### config.mk
export PLATFORM = sky130hd
export DESIGN_NAME = host_tx_packet_sequencer
export DESIGN_NICKNAME = d
export VERILOG_FILES = /design/src/rtl/host_tx_packet_sequencer.sv
export SDC_FILE = /design/constraint.sdc
export NUM_CORES = 1
export LEC_CHECK = 0
export ABC_CLOCK_PERIOD_IN_PS = 2800
export CAP_MARGIN = 25
export CORE_MARGIN = 4
export CORE_UTILIZATION = 47
export DETAILED_ROUTE_END_ITERATION = 12
export PLACE_DENSITY_LB_ADDON = 0.12
export SETUP_SLACK_MARGIN = 0.5
export SLEW_MARGIN = 20
export SYNTH_ARGS = -nofsm -noshare
export SYNTH_HDL_FRONTEND = slang
export SYNTH_SLANG_ARGS = --single-unit
### constraint.sdc
create_clock -name clk -period 2.8 [get_ports clk]
set_input_delay 0.56 -clock clk [delete_from_list [all_inputs] [get_ports clk]]
set_output_delay 0.56 -clock clk [all_outputs]
set_load 0.005 [all_outputs]
### src/rtl/host_tx_packet_sequencer.sv
// Host TX sequencer: validates a host command, frames it as HDR/CMD/PAYLOAD[/TAIL] 16-bit beats, optional LFSR OTP on payload.
// Latency: header valid 2 cycles after command accept; done pulses the cycle after the last beat is accepted.
// Backpressure: out_valid/out_ready; beats and keystream hold while stalled; cmd_ready only in IDLE (no queueing).
// Optional feature macro: HOST_TX_CRC_EN appends a CRC-16-CCITT tail beat.
module host_tx_packet_sequencer #(
  parameter int          WORDS_MAX = 8,
  parameter logic [15:0] KEY_SEED  = 16'hACE1
) (
  input  logic                     clk,
  input  logic                     reset_n,
  input  logic                     cmd_valid,
  output logic                     cmd_ready,
  input  logic [15:0]              cmd,
  input  logic [7:0]               payload_len,
  input  logic [16*WORDS_MAX-1:0]  payload,
  output logic                     out_valid,
  input  logic                     out_ready,
  output logic [15:0]              out_data,
  output logic                     out_last,
  output logic                     done,
  output logic                     error,
  output logic                     enc_en
);

  localparam logic [3:0]  TX_OPCODE = 4'h1;
  localparam logic [15:0] LFSR_MASK = 16'hB400;
  localparam logic [7:0]  LEN_MAX   = 8'(WORDS_MAX);
  localparam logic [15:0] CMD_ENC_ON  = 16'h0001;
  localparam logic [15:0] CMD_ENC_OFF = 16'h0002;
  localparam logic [15:0] CMD_SEND    = 16'h0003;

  typedef enum logic [2:0] {
    S_IDLE, S_CHECK, S_HDR, S_CMD, S_PAYLOAD, S_TAIL, S_DONE
  } state_t;

`ifdef HOST_TX_CRC_EN
  localparam bit     CRC_EN    = 1'b1;
  localparam state_t END_STATE = S_TAIL;
`else
  localparam bit     CRC_EN    = 1'b0;
  localparam state_t END_STATE = S_DONE;
`endif

  // Galois LFSR, shift right, feedback applied when the outgoing bit is 1.
  function automatic logic [15:0] lfsr_step(input logic [15:0] s);
    return (s >> 1) ^ (s[0] ? LFSR_MASK : 16'h0000);
  endfunction

`ifdef HOST_TX_CRC_EN
  // CRC-16-CCITT over one 16-bit word, MSB first.
  function automatic logic [15:0] crc_step(input logic [15:0] c, input logic [15:0] w);
    logic [15:0] r;
    r = c;
    for (int b = 15; b >= 0; b--) begin
      if (r[15] ^ w[b]) r = {r[14:0], 1'b0} ^ 16'h1021;
      else              r = {r[14:0], 1'b0};
    end
    return r;
  endfunction
`endif

  state_t                  state_q, state_d;
  logic [15:0]             cmd_q, cmd_d;
  logic [7:0]              len_q, len_d;
  logic [16*WORDS_MAX-1:0] payload_q, payload_d;
  logic [7:0]              idx_q, idx_d;
  logic [15:0]             lfsr_q, lfsr_d;
  logic                    enc_q, enc_d;
`ifdef HOST_TX_CRC_EN
  logic [15:0]             crc_q, crc_d;
`endif

  logic [15:0] cur_word;
  logic [15:0] key;
  logic        cmd_ok;
  logic        last_word;

  // Select the payload word addressed by the beat index.
  always_comb begin
    cur_word = '0;
    for (int i = 0; i < WORDS_MAX; i++) begin
      if (idx_q == 8'(i)) cur_word = payload_q[i*16 +: 16];
    end
  end

  // Command validation and keystream derived from latched registers only, so beats hold during stalls.
  always_comb begin
    key       = enc_q ? lfsr_q : 16'h0000;
    last_word = (idx_q == (len_q - 8'd1));
    cmd_ok    = (((cmd_q == CMD_ENC_ON) || (cmd_q == CMD_ENC_OFF)) && (len_q == 8'd0)) ||
                ((cmd_q == CMD_SEND) && (len_q != 8'd0) && (len_q <= LEN_MAX));
  end

  // Next-state, datapath updates and Moore outputs.
  always_comb begin
    state_d   = state_q;
    cmd_d     = cmd_q;
    len_d     = len_q;
    payload_d = payload_q;
    idx_d     = idx_q;
    lfsr_d    = lfsr_q;
    enc_d     = enc_q;
`ifdef HOST_TX_CRC_EN
    crc_d     = crc_q;
`endif
    cmd_ready = 1'b0;
    out_valid = 1'b0;
    out_data  = 16'h0000;
    out_last  = 1'b0;
    done      = 1'b0;
    error     = 1'b0;

    case (state_q)
      S_IDLE: begin
        cmd_ready = 1'b1;
        if (cmd_valid) begin
          cmd_d     = cmd;
          len_d     = payload_len;
          payload_d = payload;
          idx_d     = 8'd0;
`ifdef HOST_TX_CRC_EN
          crc_d     = 16'hFFFF;
`endif
          state_d   = S_CHECK;
        end
      end
      S_CHECK: begin
        if (cmd_ok) begin
          state_d = S_HDR;
        end else begin
          error   = 1'b1;
          state_d = S_IDLE;
        end
      end
      S_HDR: begin
        out_valid = 1'b1;
        out_data  = {TX_OPCODE, 4'h0, len_q};
        if (out_ready) state_d = S_CMD;
      end
      S_CMD: begin
        out_valid = 1'b1;
        out_data  = cmd_q;
        out_last  = (len_q == 8'd0) && !CRC_EN;
        if (out_ready) state_d = (len_q != 8'd0) ? S_PAYLOAD : END_STATE;
      end
      S_PAYLOAD: begin
        out_valid = 1'b1;
        out_data  = cur_word ^ key;
        out_last  = last_word && !CRC_EN;
        if (out_ready) begin
          if (enc_q) lfsr_d = lfsr_step(lfsr_q);
          if (last_word) state_d = END_STATE;
          else           idx_d   = idx_q + 8'd1;
        end
      end
`ifdef HOST_TX_CRC_EN
      S_TAIL: begin
        out_valid = 1'b1;
        out_data  = crc_q;
        out_last  = 1'b1;
        if (out_ready) state_d = S_DONE;
      end
`endif
      S_DONE: begin
        done    = 1'b1;
        state_d = S_IDLE;
        if (cmd_q == CMD_ENC_ON) begin
          enc_d  = 1'b1;
          lfsr_d = KEY_SEED;
        end else if (cmd_q == CMD_ENC_OFF) begin
          enc_d  = 1'b0;
        end
      end
      default: state_d = S_IDLE;
    endcase

`ifdef HOST_TX_CRC_EN
    // CRC accumulates every accepted beat before the tail.
    if (out_valid && out_ready && (state_q != S_TAIL)) crc_d = crc_step(crc_q, out_data);
`endif
  end

  assign enc_en = enc_q;

  // State and datapath registers; reset aborts any packet in flight.
  always_ff @(posedge clk or negedge reset_n) begin
    if (!reset_n) begin
      state_q   <= S_IDLE;
      cmd_q     <= '0;
      len_q     <= '0;
      payload_q <= '0;
      idx_q     <= '0;
      lfsr_q    <= KEY_SEED;
      enc_q     <= 1'b0;
`ifdef HOST_TX_CRC_EN
      crc_q     <= 16'hFFFF;
`endif
    end else begin
      state_q   <= state_d;
      cmd_q     <= cmd_d;
      len_q     <= len_d;
      payload_q <= payload_d;
      idx_q     <= idx_d;
      lfsr_q    <= lfsr_d;
      enc_q     <= enc_d;
`ifdef HOST_TX_CRC_EN
      crc_q     <= crc_d;
`endif
    end
  end

endmodule

Word level (Yosys, flattened, before mapping)
Cells that the tools add are included.

word-level totals
  register bits = 180
  bits of input ports = 156
  output and inout bits = 22
  word-level logic and storage cells = 89

cells by class
  add/sub/neg operators = 2
  magnitude comparators = 1
  equality and inequality tests = 24
  multiplexer cells = 35
  bitwise operators = 2
  reductions and logical operators = 18

operators with widths
  kind                                                                               number
  16-bit two-way mux                                                                 13
  16-bit one-hot mux with 3 select lines                                             1
  16-bit by 2-bit == test with 1-bit output (second input constant)                  2
  8-bit by 3-bit == test with 1-bit output (second input constant)                   4
  16-bit one-hot mux with 2 select lines                                             1
  8-bit two-way mux                                                                  3
  16-bit by 1-bit == test with 1-bit output (second input constant)                  1
  8-bit by 2-bit == test with 1-bit output (second input constant)                   2
  8-bit zero test                                                                    2
  2-bit != test (second input constant)                                              8
  8-bit one-hot mux with 2 select lines                                              1
  15-bit by 16-bit XOR with 16-bit output                                            1
  16-bit XOR                                                                         1
  3-bit two-way mux                                                                  5
  3-bit one-hot mux with 5 select lines                                              1
  8-bit by 1-bit adder with 8-bit output (second input constant)                     1
  8-bit by 1-bit == test with 1-bit output (second input constant)                   1
  8-bit == test                                                                      1
  8-bit by 4-bit less-or-equal comparator with 1-bit output (second input constant)  1
  4-bit AND reduction                                                                2
  8-bit nonzero test                                                                 1
  8-bit by 1-bit subtractor with 8-bit output (second input constant)                1
  1-bit two-way mux                                                                  7
  3-bit by 2-bit == test with 1-bit output (second input constant)                   2
  11 further kinds                                                                   19

Longest topological paths before layout
  word-level depth = 11
  mapped depth = 10
  gate-level depth less buffers = 8

Worst setup path before layout
Ideal clock, no wire load.

  kind = register -> output
  start = reg idx_q[0]
  end = out out_data[10]
  arrival time = 2.240 ns
  setup slack = 0.000 ns
  cell stages (with the launch flop) = 11
  path buffers = 2
  cells stage by stage = dfrtp_1 -> inv_1 -> ha_1 -> clkbuf_1 -> nor2b_1 -> clkbuf_1 -> a221oi_1 -> o31ai_1 -> nand4_1 -> xnor2_1 -> o21ai_0

on the way
  cells in the longest elaborated chain, start to end = 11

RTL lines
  what                                        line  RTL
  start: declaration                          66    logic [7:0] idx_q, idx_d;
  start signal: assignment                    203   idx_q <= idx_d;
  8-bit zero test                             82    if (idx_q == 8'(i)) cur_word = payload_q[i*16 +: 16];
  16-bit two-way mux (7 in a row)             82
  16-bit two-way mux (*)                      82
  16-bit XOR (*)                              148   out_data = cur_word ^ key;
  16-bit one-hot mux with 3 select lines (*)  113   case (state_q)
  end: declaration                            18    output logic [15:0] out_data,

Every way passes the cells marked *; elsewhere a longest branch is shown, timed or not.

Worst setup path in the final report
  start = reg idx_q[0]
  end = out out_data[7]

Same word-level chain as after synthesis.

==> summary.md <==
| Metric | Value |
|---|---|
| Maximum vdd drop | `364.2 uV` |
| Die W | `146.9 um` |
| Yosys Warn Count | `0` |
| Share of cells above drive strength 1 | `0.2164` |
| Worst R2R End | `idx_q[1]` |
| Clk sink count | `180` |
| Achievable clock frequency | `0.3055 GHz` |
| Run status | `finished, violations left` |
| Routed vias/inst | `5.460` |
| RSZ-0062 raised after global routing | `true` |
| IO buf count | `177` |
| N_diodes | `0` |
| Hold_buf cts | `0` |
| DRC viols | `0` |
| Seq/Total Area, Yosys | `0.4981` |
| NumNets Final | `1531` |
| CTS Buf Count | `17` |
| H-tree levels | `4` |
| Syn avg cell area | `8.042 um2` |
| Slew HR | `0.6547` |
| DP Wirelength | `20.40 mm` |
| CTS tree | `yes` |
| Netlist cell types | `61` |
| Largest net degree at the start of global routing | `73` |
| Core ar. | `0.01883 mm2` |
| IO Count | `178` |
| Slowest stage delay, CP | `0.45 ns` |
| Post-Synthesis Cells | `1127` |
| Vias post-DR | `8965` |
| Setup TNS | `-6.718 ns` |
| Crit end category | `output pin` |
| Initial core utilization | `0.4813` |
| Clock transition at path regs | `0.07 ns` |
| Worst Path Buf+Inv | `5` |
| First-pass GRT wire length | `46.28 mm` |
| Worst r2r src | `len_q[2]` |
| Rows | `50` |
| Initial antenna violation count | `0` |
| # fillers | `1380` |
| Post-synth ARST share | `1.000` |
| Post-synth EDFFs | `0` |
| DR iter-0 viols | `817` |
| Most common cell after layout, fill and taps aside | `nand2_1` |
| Clock Root Buffer | `clkbuf_16` |
| Final hold vios | `0` |
| GRT overflow | `0` |
| Maxcap violations | `0` |
| Cell Chain, Critical Path | `inv_4 > ha_4 > nor2b_4 > buf_6 > buf_6 > buf_12 > a221oi_2 > o31ai_2 > a22oi_2 > xnor2_2 > o22ai_1 > buf_2` |
| Gr usage total | `0.2688` |
| Hold Crit Class | `in2async` |
| Bufs on Longest Clock Path | `2` |
| Crit path DAT | `2.71 ns` |
| Full die area | `0.02157 mm2` |
| Synth top area share | `0.4749` |
| Slack of the critical path | `-0.4732 ns` |
| Setup Crit Path Kind | `reg2out` |
| Die Y | `146.9 um` |
| DP Area | `0.01178 mm2` |
| Synthesized flop and latch total | `180` |
| DRT Wirelength | `30.08 mm` |
| Synth area leaders | `dfrtp_1 (47%), nand2_1 (22%), clkbuf_1 (2.9%)` |
| Top cell family by delay on the critical path | `compound AO/OA/AOI/OAI gates` |
| Period utilization | `1.169` |
| Number of global-route vias before repair | `8627` |
| Detail Route Antenna Nets | `0` |
| FF-to-FF path depth | `8` |
| Max Slew Vio Count | `0` |
| Synthesis-to-finish area growth | `48.72%` |
| WL per Instance | `18.32 um` |
| Worst Tran Pin Value | `0.5179 ns` |
| Most frequent cells in the layout | `nand2_1 (532), dfrtp_1 (170), clkdlybuf4s50_1 (155)` |
| CP Max Fanout | `5` |
| Clock Latency Late Sink | `0.44 ns` |
| Power Density | `532.6 mW/mm2` |
| P_leak | `6.484 nW` |
| Final setup fails | `17` |
| Primary FF master, synth | `dfrtp_1` |
| Detailed Routing Iterations Pass 1 | `7` |
| Final min period | `3.273 ns` |
| Fin util | `0.7158` |
| Critical path launch point type | `register` |
| Final Power | `0.007179 W` |
| Area leader, netlist | `dfrtp_1` |
| Final GP Congestion | `0.9309` |
| CP required | `2.24 ns` |
| CP most frequent cell | `buf_6` |
| Skew final | `0.01191 ns` |
| Failing checks | `setup timing` |
| Area of the mapped netlist | `0.009064 mm2` |
| Syn_nets | `1289` |
| CP max-delay cell | `dfrtp_2` |
| R2R setup slack | `0.23 ns` |
| Worst slack at placement | `-0.4055 ns` |
| Final instance area | `0.01348 mm2` |
## Yosys cell counts (all sizes together), types with 5 or more instances
cell     instances
o21ai           30
nor2            50
inv             13
a21oi           21
clkbuf          70
o2111ai          5
mux2i           17
o22ai           15
o211ai           7
o31ai           25
dfrtp          172
nand3            9
buf              7
a32oi            5
xnor2           13
nand2          540
nand2b           7
a221oi          23
o31a             5
a22oi            9
nor4             5
xor2             8
ha               6
dfstp            8
## through the flow
stage | cells | hold WS (ns)
floorplan | 1127 | 0.2644
global placement | 1572 | 0.4597
detailed placement | 1572 | 0.4636
CTS | 1627 | 0.08183
global route | 1642 | 0.09632
finish | 1642 | 0.05475
## power breakdown
part / leakage [nW] / switching (W) / internal [W] / total (W)
Clock: 0.277 / 0.00116 / 0.00127 / 0.00244
Sequential: 2.18 / 0.000314 / 0.00295 / 0.00327
Combinational: 4.03 / 0.000730 / 0.000744 / 0.00147
## logic make-up after synthesis
group,Yosys count,synth area share
and+or+nand+nor,645,0.2845
DFF,180,0.4981
AOI/OAI and AO/OA,167,0.1307
buffers and inverters,90,0.03810
xor gates and xnor gates,21,0.02029
muxes,18,0.02002
adders and majority gates,6,0.008282
## per-layer routing
| layer | vias to the layer above | global-route usage | wire length (um) | share of wire |
|---|---|---|---|---|
| li1 | 4234 | - | - | - |
| met3 | 60 | 0.04966 | 1859 | 0.062 |
| met2 | 368 | 0.4319 | 14320 | 0.48 |
| met5 | - | 0 | 0 | 0 |
| met1 | 4303 | 0.3717 | 13100 | 0.44 |
| met4 | 0 | 0.08561 | 806 | 0.027 |
## worst max path at each step
stage / depth (start not counted) / slack (ns) / start / to
2_1_floorplan: 6 / 0.21 / len_q[0] / out_last
3_3_place_gp: 10 / -0.43 / idx_q[5] / out_data[13]
3_5_place_dp: 10 / -0.41 / idx_q[0] / out_data[0]
4_1_cts: 7 / -0.43 / len_q[3] / out_last
5_1_grt: 12 / -0.52 / idx_q[0] / out_data[13]
6_report: 12 / -0.47 / idx_q[0] / out_data[7]
## flip-flops by register name, indices dropped and copies added, names as in the netlist
| signal | flops |
|---|---|
| len_q | 8 |
| enc_en | 1 |
| idx_q | 8 |
| payload_q | 128 |
| cmd_q | 16 |
| state_q | 3 |
| lfsr_q | 16 |
## cell type report
cell class,count,area (um2),share of cell area
clock inverter,14,163.9,0.01216
clock buffer,18,429.2,0.03184
inverter,13,61.31,0.004548
tap,260,325.3,0.02413
multi-input combinational,857,5054,0.3749
sequential,180,4517,0.3351
timing repair buffer,300,2929,0.2173
## timing repair
action	CTS	global route
pin swaps	71	35
endpoints found under the setup margin	30	28
setup buffers	22	15
gates cloned	1	0
gates resized for setup	203	44
No activity file was read; power rests on OpenSTA's default activity.
